$ cat config.mk
export PLATFORM = sky130hd
export DESIGN_NAME = fetch_issue_decode_flat
export DESIGN_NICKNAME = d
export VERILOG_FILES = /design/src/rtl/fetch_issue_decode_if.sv /design/src/rtl/fetch_issue_decode.sv /design/src/flat_wrapper.sv
export SDC_FILE = /design/constraint.sdc
export NUM_CORES = 1
export LEC_CHECK = 0
export ABC_AREA = 1
export ABC_CLOCK_PERIOD_IN_PS = 3500
export BUFFER_PORTS_ARGS = -buffer_cell sky130_fd_sc_hd__buf_2
export CAP_MARGIN = 15
export CORE_UTILIZATION = 45
export CTS_CLUSTER_SIZE = 10
export DETAILED_ROUTE_END_ITERATION = 12
export MAX_ROUTING_LAYER = met4
export PLACE_DENSITY = 0.67
export SLEW_MARGIN = 20
export SYNTH_ARGS = -nofsm -noshare
export SYNTH_HDL_FRONTEND = slang
export SYNTH_SLANG_ARGS = --single-unit
$ cat constraint.sdc
create_clock -name clk -period 3.5 [get_ports clk]
set_input_delay 0.175 -clock clk [delete_from_list [all_inputs] [get_ports clk]]
set_output_delay 0.175 -clock clk [all_outputs]
set_load 0.01 [all_outputs]
$ cat src/rtl/fetch_issue_decode_if.sv
// Front-end bus bundle: ROM fetch, PC write-back, register reads,
// and the toggle handshake towards execute.
interface fetch_issue_decode_if;
  logic [31:0] rom_addr;
  logic        rom_trigger;
  logic        rom_ready;
  logic [31:0] rom_data;
  logic [31:0] pc_in;
  logic [31:0] pc_out;
  logic        pc_we;
  logic [31:0] cpsr;
  logic [31:0] rb_addr;
  logic        rb_trigger;
  logic        rb_ready;
  logic [31:0] rb_data;
  logic        trigger_in;
  logic        ready_out;
  logic [3:0]  type_out;
  logic [31:0] data_out1;
  logic [31:0] data_out2;
  logic [31:0] data_out3;
  logic [31:0] data_out4;

  modport master (
    output rom_addr, rom_trigger,
    input  rom_ready, rom_data,
    input  pc_in, cpsr,
    output pc_out, pc_we,
    output rb_addr, rb_trigger,
    input  rb_ready, rb_data,
    input  trigger_in,
    output ready_out, type_out,
    output data_out1, data_out2,
    output data_out3, data_out4
  );

  modport slave (
    input  rom_addr, rom_trigger,
    output rom_ready, rom_data,
    output pc_in, cpsr,
    input  pc_out, pc_we,
    input  rb_addr, rb_trigger,
    output rb_ready, rb_data,
    output trigger_in,
    input  ready_out, type_out,
    input  data_out1, data_out2,
    input  data_out3, data_out4
  );
endinterface

$ cat src/rtl/fetch_issue_decode.sv
// ARM front-end: fetch, condition-code issue, decode and
// operand gathering, handed to execute over a toggle handshake.
module fetch_issue_decode (
  input logic clk,
  input logic reset,
  fetch_issue_decode_if.master bus
);
  localparam logic [2:0] ST_FETCH_REQ  = 3'd0;
  localparam logic [2:0] ST_FETCH_WAIT = 3'd1;
  localparam logic [2:0] ST_ISSUE      = 3'd2;
  localparam logic [2:0] ST_READ_REQ   = 3'd3;
  localparam logic [2:0] ST_READ_WAIT  = 3'd4;
  localparam logic [2:0] ST_VALID      = 3'd5;

  logic [2:0]       state;
  logic [31:0]      instr_pc;
  logic [31:0]      instr;
  logic             trig_q;
  logic [3:0]       pend;
  logic [3:0][31:0] vals;
  logic [3:0][31:0] vals_n;

  logic        rdy;
  logic [3:0]  typ;
  logic [31:0] d1, d2, d3, d4;

  logic        is_mul, is_dpi, is_dpr;
  logic        is_ls, is_br;
  logic [3:0]  cls;
  logic [3:0]  need;
  logic [3:0]  mask;
  logic [3:0][3:0] ridx;
  logic [1:0]  cur;
  logic [3:0]  pend_n;
  logic        pass;
  logic        cap;
  logic        go_valid;
  logic [31:0] o_d1, o_d2, o_d3;
  logic [31:0] imm8;
  logic [31:0] imm_rot;
  logic [31:0] br_off;
  logic [4:0]  rot;
  logic        fetch_act;
  logic        read_act;
  logic        unused_cpsr;

  function automatic logic cond_pass(
    input logic [3:0] c,
    input logic n,
    input logic z,
    input logic cf,
    input logic v
  );
    logic r;
    case (c)
      4'd0:    r = z;
      4'd1:    r = !z;
      4'd2:    r = cf;
      4'd3:    r = !cf;
      4'd4:    r = n;
      4'd5:    r = !n;
      4'd6:    r = v;
      4'd7:    r = !v;
      4'd8:    r = cf && !z;
      4'd9:    r = !cf || z;
      4'd10:   r = n == v;
      4'd11:   r = n != v;
      4'd12:   r = !z && (n == v);
      4'd13:   r = z || (n != v);
      4'd14:   r = 1'b1;
      default: r = 1'b0;
    endcase
    return r;
  endfunction

  assign unused_cpsr = ^bus.cpsr[27:0];

  assign pass = cond_pass(instr[31:28],
    bus.cpsr[31], bus.cpsr[30],
    bus.cpsr[29], bus.cpsr[28]);

  assign is_mul = instr[27:22] == 6'd0 &&
                  instr[7:4] == 4'b1001;
  assign is_dpi = instr[27:25] == 3'b001;
  assign is_dpr = instr[27:25] == 3'b000 &&
                  !is_mul;
  assign is_ls  = instr[27:26] == 2'b01;
  assign is_br  = instr[27:25] == 3'b101;

  // slot order doubles as read order: Rn, Rm, Rs, Rd
  assign ridx[0] = instr[19:16];
  assign ridx[1] = instr[3:0];
  assign ridx[2] = instr[11:8];
  assign ridx[3] = instr[15:12];

  always_comb begin
    cls  = 4'd15;
    need = 4'b0000;
    unique case (1'b1)
      is_mul: begin
        cls  = 4'd4;
        need = 4'b0110;
      end
      is_dpi: begin
        cls  = 4'd0;
        need = 4'b0001;
      end
      is_dpr: begin
        cls  = 4'd1;
        need = 4'b0011;
      end
      is_ls: begin
        cls  = 4'd2;
        need = {~instr[20], 1'b0,
                instr[25], 1'b1};
      end
      is_br: begin
        cls  = 4'd3;
      end
      default: ;
    endcase
  end

  always_comb begin
    for (int i = 0; i < 4; i++)
      mask[i] = need[i] && ridx[i] != 4'd15;
  end

  always_comb begin
    cur = 2'd3;
    if (pend[2]) cur = 2'd2;
    if (pend[1]) cur = 2'd1;
    if (pend[0]) cur = 2'd0;
  end

  assign cap = state == ST_READ_WAIT &&
               bus.rb_ready;
  assign pend_n = pend & ~(4'b0001 << cur);

  always_comb begin
    vals_n = vals;
    if (state == ST_ISSUE) begin
      for (int i = 0; i < 4; i++)
        vals_n[i] = instr_pc + 32'd8;
    end
    if (cap) vals_n[cur] = bus.rb_data;
  end

  assign go_valid =
    (state == ST_ISSUE && pass && mask == 4'd0) ||
    (cap && pend_n == 4'd0);

  assign imm8    = {24'd0, instr[7:0]};
  assign rot     = {instr[11:8], 1'b0};
  assign imm_rot = 32'({imm8, imm8} >> rot);
  assign br_off  = {{6{instr[23]}},
                    instr[23:0], 2'b00};

  always_comb begin
    o_d1 = 32'd0;
    o_d2 = 32'd0;
    o_d3 = 32'd0;
    unique case (1'b1)
      is_mul: begin
        o_d1 = vals_n[1];
        o_d2 = vals_n[2];
        o_d3 = {28'd0, instr[19:16]};
      end
      is_dpi: begin
        o_d1 = vals_n[0];
        o_d2 = imm_rot;
        o_d3 = {28'd0, instr[15:12]};
      end
      is_dpr: begin
        o_d1 = vals_n[0];
        o_d2 = vals_n[1];
        o_d3 = {28'd0, instr[15:12]};
      end
      is_ls: begin
        o_d1 = vals_n[0];
        o_d2 = instr[25] ? vals_n[1] :
               {20'd0, instr[11:0]};
        o_d3 = instr[20] ?
               {28'd0, instr[15:12]} :
               vals_n[3];
      end
      is_br: begin
        o_d1 = instr_pc + 32'd8 + br_off;
        o_d2 = {31'd0, instr[24]};
        o_d3 = instr_pc + 32'd4;
      end
      default: ;
    endcase
  end

  always_ff @(posedge clk) begin
    if (reset) begin
      state    <= ST_FETCH_REQ;
      instr_pc <= 32'd0;
      instr    <= 32'd0;
      trig_q   <= bus.trigger_in;
      pend     <= 4'd0;
      vals     <= '0;
      rdy      <= 1'b0;
      typ      <= 4'd0;
      d1       <= 32'd0;
      d2       <= 32'd0;
      d3       <= 32'd0;
      d4       <= 32'd0;
    end else begin
      trig_q <= bus.trigger_in;
      vals   <= vals_n;
      if (go_valid) begin
        rdy   <= 1'b1;
        typ   <= cls;
        d1    <= o_d1;
        d2    <= o_d2;
        d3    <= o_d3;
        d4    <= instr;
        state <= ST_VALID;
      end
      case (state)
        ST_FETCH_REQ: begin
          instr_pc <= bus.pc_in;
          state    <= ST_FETCH_WAIT;
        end
        ST_FETCH_WAIT: begin
          if (bus.rom_ready) begin
            instr <= bus.rom_data;
            state <= ST_ISSUE;
          end
        end
        ST_ISSUE: begin
          if (!pass)
            state <= ST_FETCH_REQ;
          else if (mask != 4'd0) begin
            pend  <= mask;
            state <= ST_READ_REQ;
          end
        end
        ST_READ_REQ: begin
          state <= ST_READ_WAIT;
        end
        ST_READ_WAIT: begin
          if (cap) begin
            pend <= pend_n;
            if (pend_n != 4'd0)
              state <= ST_READ_REQ;
          end
        end
        ST_VALID: begin
          if (bus.trigger_in != trig_q) begin
            rdy   <= 1'b0;
            state <= ST_FETCH_REQ;
          end
        end
        default: state <= ST_FETCH_REQ;
      endcase
    end
  end

  assign fetch_act = !reset &&
                     state == ST_FETCH_REQ;
  assign read_act  = !reset &&
                     (state == ST_READ_REQ ||
                      state == ST_READ_WAIT);

  assign bus.rom_trigger = fetch_act;
  assign bus.rom_addr    = fetch_act ?
                           bus.pc_in : 32'd0;
  assign bus.pc_we       = fetch_act;
  assign bus.pc_out      = fetch_act ?
                           bus.pc_in + 32'd4 :
                           32'd0;
  assign bus.rb_trigger  = !reset &&
                           state == ST_READ_REQ;
  assign bus.rb_addr     = read_act ?
                           {28'd0, ridx[cur]} :
                           32'd0;
  assign bus.ready_out   = rdy;
  assign bus.type_out    = typ;
  assign bus.data_out1   = d1;
  assign bus.data_out2   = d2;
  assign bus.data_out3   = d3;
  assign bus.data_out4   = d4;
endmodule

$ cat src/flat_wrapper.sv
// flat-port wrapper written by rule: the top's interface ports become plain ports
module fetch_issue_decode_flat 
  (clk, reset, bus_rom_addr, bus_rom_trigger, bus_rom_ready, bus_rom_data, bus_pc_in, bus_cpsr, bus_pc_out, bus_pc_we, bus_rb_addr, bus_rb_trigger, bus_rb_ready, bus_rb_data, bus_trigger_in, bus_ready_out, bus_type_out, bus_data_out1, bus_data_out2, bus_data_out3, bus_data_out4);
  fetch_issue_decode_if bus_i ();
  input logic clk;
  input logic reset;
  output wire logic [$bits(bus_i.rom_addr)-1:0] bus_rom_addr;
  output wire logic [$bits(bus_i.rom_trigger)-1:0] bus_rom_trigger;
  input wire logic [$bits(bus_i.rom_ready)-1:0] bus_rom_ready;
  input wire logic [$bits(bus_i.rom_data)-1:0] bus_rom_data;
  input wire logic [$bits(bus_i.pc_in)-1:0] bus_pc_in;
  input wire logic [$bits(bus_i.cpsr)-1:0] bus_cpsr;
  output wire logic [$bits(bus_i.pc_out)-1:0] bus_pc_out;
  output wire logic [$bits(bus_i.pc_we)-1:0] bus_pc_we;
  output wire logic [$bits(bus_i.rb_addr)-1:0] bus_rb_addr;
  output wire logic [$bits(bus_i.rb_trigger)-1:0] bus_rb_trigger;
  input wire logic [$bits(bus_i.rb_ready)-1:0] bus_rb_ready;
  input wire logic [$bits(bus_i.rb_data)-1:0] bus_rb_data;
  input wire logic [$bits(bus_i.trigger_in)-1:0] bus_trigger_in;
  output wire logic [$bits(bus_i.ready_out)-1:0] bus_ready_out;
  output wire logic [$bits(bus_i.type_out)-1:0] bus_type_out;
  output wire logic [$bits(bus_i.data_out1)-1:0] bus_data_out1;
  output wire logic [$bits(bus_i.data_out2)-1:0] bus_data_out2;
  output wire logic [$bits(bus_i.data_out3)-1:0] bus_data_out3;
  output wire logic [$bits(bus_i.data_out4)-1:0] bus_data_out4;
  assign bus_rom_addr = bus_i.rom_addr;
  assign bus_rom_trigger = bus_i.rom_trigger;
  assign bus_i.rom_ready = bus_rom_ready;
  assign bus_i.rom_data = bus_rom_data;
  assign bus_i.pc_in = bus_pc_in;
  assign bus_i.cpsr = bus_cpsr;
  assign bus_pc_out = bus_i.pc_out;
  assign bus_pc_we = bus_i.pc_we;
  assign bus_rb_addr = bus_i.rb_addr;
  assign bus_rb_trigger = bus_i.rb_trigger;
  assign bus_i.rb_ready = bus_rb_ready;
  assign bus_i.rb_data = bus_rb_data;
  assign bus_i.trigger_in = bus_trigger_in;
  assign bus_ready_out = bus_i.ready_out;
  assign bus_type_out = bus_i.type_out;
  assign bus_data_out1 = bus_i.data_out1;
  assign bus_data_out2 = bus_i.data_out2;
  assign bus_data_out3 = bus_i.data_out3;
  assign bus_data_out4 = bus_i.data_out4;
  fetch_issue_decode u_core (.clk(clk), .reset(reset), .bus(bus_i));
endmodule
==> impl_metrics.prom, run 1 <==
# TYPE chip_impl_metric gauge
chip_impl_metric{name="netlist-cell-type-count",unit=""} 53
chip_impl_metric{name="grt_antenna_before_repair",unit=""} 3
chip_impl_metric{name="postSynth.asyncResetShare",unit="%"} 0
chip_impl_info{name="synth_flop_cell",value="dfxtp_1"} 1
chip_impl_metric{name="cts_post_setup_buffers_inserted",unit=""} 0
chip_impl_info{name="firstError",value="[ERROR DRT-0255] Maze Route cannot find path of net bus_rb_data[2] in worker of routeBox ( 193200 96600 ) ( 212245 144900 )."} 1
chip_impl_metric{name="routabilityCongestion",unit=""} 1.02
chip_impl_metric{name="place.detailed.hpwl",unit="µm"} 65900
chip_impl_metric{name="synth-edff-count",unit=""} 0
chip_impl_metric{name="boundaryPins",unit=""} 365
chip_impl_metric{name="row_count",unit=""} 76
chip_impl_metric{name="tritoncts.num_buffers",unit=""} 40
chip_impl_metric{name="grt_max_degree",unit=""} 133
chip_impl_metric{name="first_global_vias",unit=""} 20672
chip_impl_info{name="globalroute.repair_timing.worst_endpoint",value="u_core.bus.data_out1[24]$_SDFFE_PP0P_/D"} 1
chip_impl_metric{name="sink_count_of_the_clock_tree",unit=""} 333
chip_impl_info{name="endpoint_type",value="sequential cell input"} 1
chip_impl_metric{name="grt_pass1_wl",unit="µm"} 126000
chip_impl_metric{name="start_util",unit="%"} 45.9
chip_impl_metric{name="port_buffers",unit=""} 308
chip_impl_metric{name="clock_tree.htree_level_count",unit=""} 2
chip_impl_metric{name="ys_seq_elements",unit=""} 333
chip_impl_info{name="clock_tree.root_cell",value="clkbuf_16"} 1
chip_impl_metric{name="chipHeight",unit="µm"} 212
chip_impl_metric{name="cts.path.max_buffers",unit=""} 3
chip_impl_metric{name="grt_use_total",unit="%"} 38.2
chip_impl_metric{name="die_w",unit="µm"} 212
chip_impl_info{name="outcome.stop_stage",value="detailed routing (5_2_route)"} 1
chip_impl_metric{name="syn_area",unit="mm²"} 0.0199
chip_impl_metric{name="synthCells",unit=""} 3199
chip_impl_metric{name="grt.overflow.total",unit=""} 0
chip_impl_metric{name="yosysWarningCount",unit=""} 0
chip_impl_metric{name="synth_sequential_area_ratio",unit="%"} 33.5
chip_impl_metric{name="placedCellCount",unit=""} 4041
chip_impl_info{name="status",value="did not finish"} 1
chip_impl_metric{name="post_synth.cell_area_avg",unit="µm²"} 6.22
-- cells by family after synthesis --
logic type                 synth area share (%)
DFF                                        33.5
buffers and inverters                      10.6
xor gates and xnor gates                   1.01
adders and majority gates                  2.11
other                                    0.0189
and+or+nand+nor                            35.4
AOI/OAI and AO/OA                          17.4
-- synth_stat cells (all sizes together), types with 32 or more instances --
cell type	number	area, µm²
a21oi	258	1290
a31o	32	280
buf	87	613
clkbuf	95	359
dfxtp	333	6670
ha	32	400
inv	299	1120
nand2	888	3350
nand3	247	1250
nand4	32	200
nor2	447	1720
nor3	36	211
o21ai	251	1260
-- layer usage --
metal and track usage, %:
met1 49.4, met3 7.56, met2 58.0, met4 16.2
met5 -
-- metrics by stage --
step,cell area (µm²),worst slack [ns]
floorplan,20000,0.862
global placement,22200,0.0885
detailed placement,22200,0.0707
CTS,23800,0.0491
global route,23900,-0.000175
-- timing repair --
action / CTS / global route
hold buffers: 45 / 0
gates resized for setup: 0 / 33
endpoints found under the setup margin: 0 / 18
hold endpoints to repair: 50 / 0
==> run 2: changes to the inputs <==
- CORE_UTILIZATION: 45 -> 30
- CTS_CLUSTER_SIZE: 10 -> not set
- MAX_ROUTING_LAYER: met4 -> not set
- PLACE_DENSITY: 0.67 -> not set
- PLACE_DENSITY_LB_ADDON: not set -> 0.15
==> impl_metrics.prom, run 2 <==
# TYPE chip_impl_metric gauge
chip_impl_info{name="status",value="finished clean"} 1
chip_impl_metric{name="power.switching_fraction",unit="%"} 31.9
chip_impl_metric{name="yosysWarningCount",unit=""} 0
chip_impl_metric{name="finalCoreUtilization",unit="%"} 37.5
chip_impl_metric{name="row_count",unit=""} 94
chip_impl_metric{name="synth-edff-count",unit=""} 0
chip_impl_metric{name="sink_count_of_the_clock_tree",unit=""} 333
chip_impl_metric{name="number_of_endpoints_with_negative_hold_slack_in_the_final_report",unit=""} 0
chip_impl_metric{name="clockPowerShare",unit="%"} 42.0
chip_impl_metric{name="tightestPinTransition",unit="ns"} 1.12
chip_impl_info{name="hold_path_startpoint",value="bus_rb_data[4]"} 1
chip_impl_info{name="post-synth-top-count-cell",value="nand2_1"} 1
chip_impl_metric{name="syn_area",unit="mm²"} 0.0199
chip_impl_metric{name="ys_seq_elements",unit=""} 333
chip_impl_metric{name="worst-r2r-cell-count",unit=""} 19
chip_impl_metric{name="synth_top_area_share",unit="%"} 33.5
chip_impl_metric{name="post_synth.cell_area_avg",unit="µm²"} 6.22
chip_impl_metric{name="remaining_drc_errors",unit=""} 0
chip_impl_metric{name="synthCells",unit=""} 3199
chip_impl_metric{name="hold_path_depth",unit=""} 5
chip_impl_metric{name="post-route-min-period",unit="ns"} 3.25
chip_impl_metric{name="netlist-cell-type-count",unit=""} 53
chip_impl_info{name="startpoint_class_of_the_critical_path",value="flip-flop"} 1
chip_impl_metric{name="max_slew_vio_count",unit=""} 0
chip_impl_metric{name="timing.reg2reg.setup_slack",unit="ns"} 0.25
chip_impl_metric{name="clock_skew_after_layout",unit="ns"} 0.0120
chip_impl_info{name="synth_flop_cell",value="dfxtp_1"} 1
chip_impl_info{name="yosys-top-cells-area",value="dfxtp_1, nand2_1, nor2_1, a21oi_1, nand3_1"} 1
chip_impl_metric{name="first_global_vias",unit=""} 20736
chip_impl_metric{name="clock_latency",unit="ns"} 0.57
chip_impl_metric{name="worst-endpoint-required",unit="ns"} 3.91
chip_impl_metric{name="final.period_utilization",unit="%"} 92.9
chip_impl_metric{name="drtAntennaViolNets",unit=""} 0
chip_impl_metric{name="routedLengthMet1",unit="µm"} 42100
chip_impl_info{name="routed.top_layer",value="met5"} 1
chip_impl_info{name="yosys-top-cells-count",value="nand2_1, nor2_1, dfxtp_1, inv_1, a21oi_1"} 1
chip_impl_metric{name="syn2layout_area_growth",unit="%"} 23.8
chip_impl_metric{name="synth_sequential_area_ratio",unit="%"} 33.5
chip_impl_metric{name="largest_reg_flops",unit=""} 128
chip_impl_metric{name="timing.max_cap.violations",unit=""} 0
chip_impl_metric{name="die_w",unit="µm"} 260
chip_impl_metric{name="clk_pin_slew_worst_paths",unit="ns"} 0.06
chip_impl_metric{name="chipHeight",unit="µm"} 260
chip_impl_metric{name="grt_antenna_before_repair",unit=""} 3
chip_impl_info{name="most-common-layout-cells",value="nand2_1, nor2_1, dfxtp_1"} 1
chip_impl_metric{name="vias",unit=""} 22597
chip_impl_metric{name="routed_via_density",unit=""} 5.06
chip_impl_metric{name="start_util",unit="%"} 30.3
chip_impl_metric{name="netSwitchingPower",unit="mW"} 3.42
chip_impl_metric{name="routabilityCongestion",unit=""} 0.932
chip_impl_metric{name="place.detailed.hpwl",unit="µm"} 71300
chip_impl_metric{name="vdd.ir_drop.worst",unit="mV"} 0.327
chip_impl_info{name="hold_path.class",value="in2reg"} 1
chip_impl_metric{name="grt_max_degree",unit=""} 130
chip_impl_metric{name="boundaryPins",unit=""} 365
chip_impl_metric{name="cts.path.max_buffers",unit=""} 3
chip_impl_metric{name="timing.final.ws_setup",unit="ns"} 0.249
chip_impl_info{name="clock_tree.root_cell",value="clkbuf_16"} 1
chip_impl_info{name="setup_repair_after_global_routing_missed_its_margin",value="true"} 1
chip_impl_metric{name="nNetsFinal",unit=""} 3733
chip_impl_info{name="worstHoldEndpoint",value="u_core.vals[4]$_SDFF_PP0_"} 1
chip_impl_info{name="largest_register",value="u_core.vals"} 1
chip_impl_metric{name="critPathMaxFanout",unit=""} 5
chip_impl_metric{name="seq_power_share",unit="%"} 38.1
chip_impl_metric{name="placement.setup.worst_slack",unit="ns"} 0.108
chip_impl_metric{name="arr_time_crit_path",unit="ns"} 3.66
chip_impl_metric{name="power.density_cell_area",unit="mW/mm²"} 436
chip_impl_metric{name="dieArea",unit="mm²"} 0.0673
chip_impl_metric{name="leakage",unit="nW"} 11.6
chip_impl_metric{name="port_buffers",unit=""} 308
chip_impl_info{name="critical_path.endpoint_type",value="flip-flop"} 1
chip_impl_metric{name="met3_length",unit="µm"} 5990
chip_impl_info{name="synth_area_leader_cell",value="dfxtp_1"} 1
chip_impl_metric{name="fillerInstances",unit=""} 7313
chip_impl_metric{name="grt_pass1_wl",unit="µm"} 135000
chip_impl_metric{name="route.final.wire_length",unit="µm"} 92600
chip_impl_metric{name="share_of_cells_above_drive_strength_1",unit="%"} 16.8
chip_impl_info{name="mostFrequentLayoutCell",value="nand2_1"} 1
chip_impl_metric{name="share_comb_of_total_power",unit="%"} 19.9
chip_impl_metric{name="tritoncts.num_buffers",unit=""} 43
chip_impl_metric{name="drt_iter0_drc",unit=""} 2089
chip_impl_metric{name="core_area",unit="mm²"} 0.0656
chip_impl_metric{name="timing.final.setup_violations",unit=""} 0
chip_impl_metric{name="internal_power",unit="mW"} 7.32
chip_impl_info{name="clock_tree_from_tritoncts",value="done"} 1
chip_impl_metric{name="drt-pass1-iter-count",unit=""} 6
chip_impl_info{name="reg2reg_from",value="u_core.instr_pc[14]$_SDFFE_PP0N_"} 1
chip_impl_info{name="rr_endpoint",value="u_core.bus.data_out1[29]$_SDFFE_PP0P_"} 1
chip_impl_metric{name="fmax",unit="GHz"} 0.308
chip_impl_metric{name="met2_length",unit="µm"} 41300
chip_impl_info{name="path_class",value="reg2reg"} 1
chip_impl_metric{name="route.detailed.wl_per_inst",unit="µm"} 20.7
chip_impl_metric{name="clock_tree.htree_level_count",unit=""} 2
chip_impl_metric{name="total_power",unit="mW"} 10.7
chip_impl_metric{name="grt_use_total",unit="%"} 26.7
chip_impl_metric{name="postSynth.asyncResetShare",unit="%"} 0
chip_impl_metric{name="slew-limit-headroom",unit="%"} 24.9
chip_impl_metric{name="grt.overflow.total",unit=""} 0
[run 2: cell families after synthesis]
family | Yosys count | share of synthesized area (%)
AO/OA/AOI/OAI | 628 | 17.4
XOR/XNOR | 22 | 1.01
adder cells (fa/ha/maj) | 33 | 2.11
buffers and inverters | 485 | 10.6
flip-flops | 333 | 33.5
other | 1 | 0.0189
AND/OR/NAND/NOR | 1697 | 35.4
[run 2: worst max-delay path, cell delays in order, from the launching register on]
cell,delay [ns]
dfxtp_1,0.44
nand2_1,0.13
nor2_1,0.16
nand2_1,0.11
nor2_1,0.27
nand3_1,0.14
and2_1,0.25
ha_1,0.35
nand2_1,0.10
buf_4,0.15
nor2_1,0.17
nand2_1,0.10
nor3_1,0.14
nand2_1,0.10
nand2_1,0.07
nand2_1,0.04
nand3_1,0.15
nand3_1,0.09
nand2_1,0.07
a21oi_1,0.06
[run 2: layout make-up]
class	instances	area, µm²	area share [%]
diodes	2	5.00	0.0203
multi-input cells	2408	11300	45.9
repair buffers	478	3030	12.3
well taps	864	1080	4.39
clock buffers	55	1150	4.67
clock inverters	22	254	1.03
flip-flops and latches	333	6670	27.1
inverters	303	1140	4.63
[run 2: what timing repair did]
| item | CTS | global route |
|---|---|---|
| buffers inserted | 0 | 2 |
| gates resized for setup | 0 | 27 |
| endpoints found under the setup margin | 0 | 17 |
| endpoints found under the hold margin | 54 | 0 |
| hold buffers | 47 | 0 |
[run 2: worst max path at each step]
stage                                          start                               endpoint  slack, ns
floorplan            u_core.instr_pc[4]$_SDFFE_PP0N_  u_core.bus.data_out1[31]$_SDFFE_PP0P_       0.86
global placement     u_core.instr_pc[4]$_SDFFE_PP0N_  u_core.bus.data_out1[26]$_SDFFE_PP0P_       0.17
detailed placement   u_core.instr_pc[4]$_SDFFE_PP0N_  u_core.bus.data_out1[26]$_SDFFE_PP0P_       0.11
CTS                  u_core.instr_pc[4]$_SDFFE_PP0N_  u_core.bus.data_out1[26]$_SDFFE_PP0P_       0.08
global route         u_core.instr_pc[4]$_SDFFE_PP0N_  u_core.bus.data_out1[17]$_SDFFE_PP0P_      -0.03
finish              u_core.instr_pc[14]$_SDFFE_PP0N_  u_core.bus.data_out1[29]$_SDFFE_PP0P_       0.25
[run 2: routing by layer]
layer | global-route usage, % | up-vias
li1 | - | 11117
met1 | 36.9 | 10514
met2 | 42.5 | 829
met3 | 3.47 | 135
met4 | 9.28 | 2
met5 | 0 | -
[run 2: power groups by stage]
stage	sequential (mW)	combinational, mW	clock (mW)
2_1_floorplan	4.12	1.20	0
3_3_place_gp	4.17	2.07	0
3_5_place_dp	4.17	2.06	0
4_1_cts	4.09	2.11	4.59
5_1_grt	4.11	2.33	4.74
6_report	4.09	2.13	4.51
[run 2: per-stage QoR]
| stage | cell area, µm² | TNS [ns] | hold WS (ns) | std cells |
|---|---|---|---|---|
| detailed placement | 22700 | 0 | 0.310 | 4337 |
| floorplan | 20000 | 0 | 0.203 | 3226 |
| finish | 24600 | 0 | 0.0299 | 4465 |
| global placement | 22700 | 0 | 0.309 | 4337 |
| CTS | 24500 | 0 | 0.000167 | 4461 |
| global route | 24600 | -0.168 | 0.0290 | 4464 |
Power figures use the tool's default switching activity.
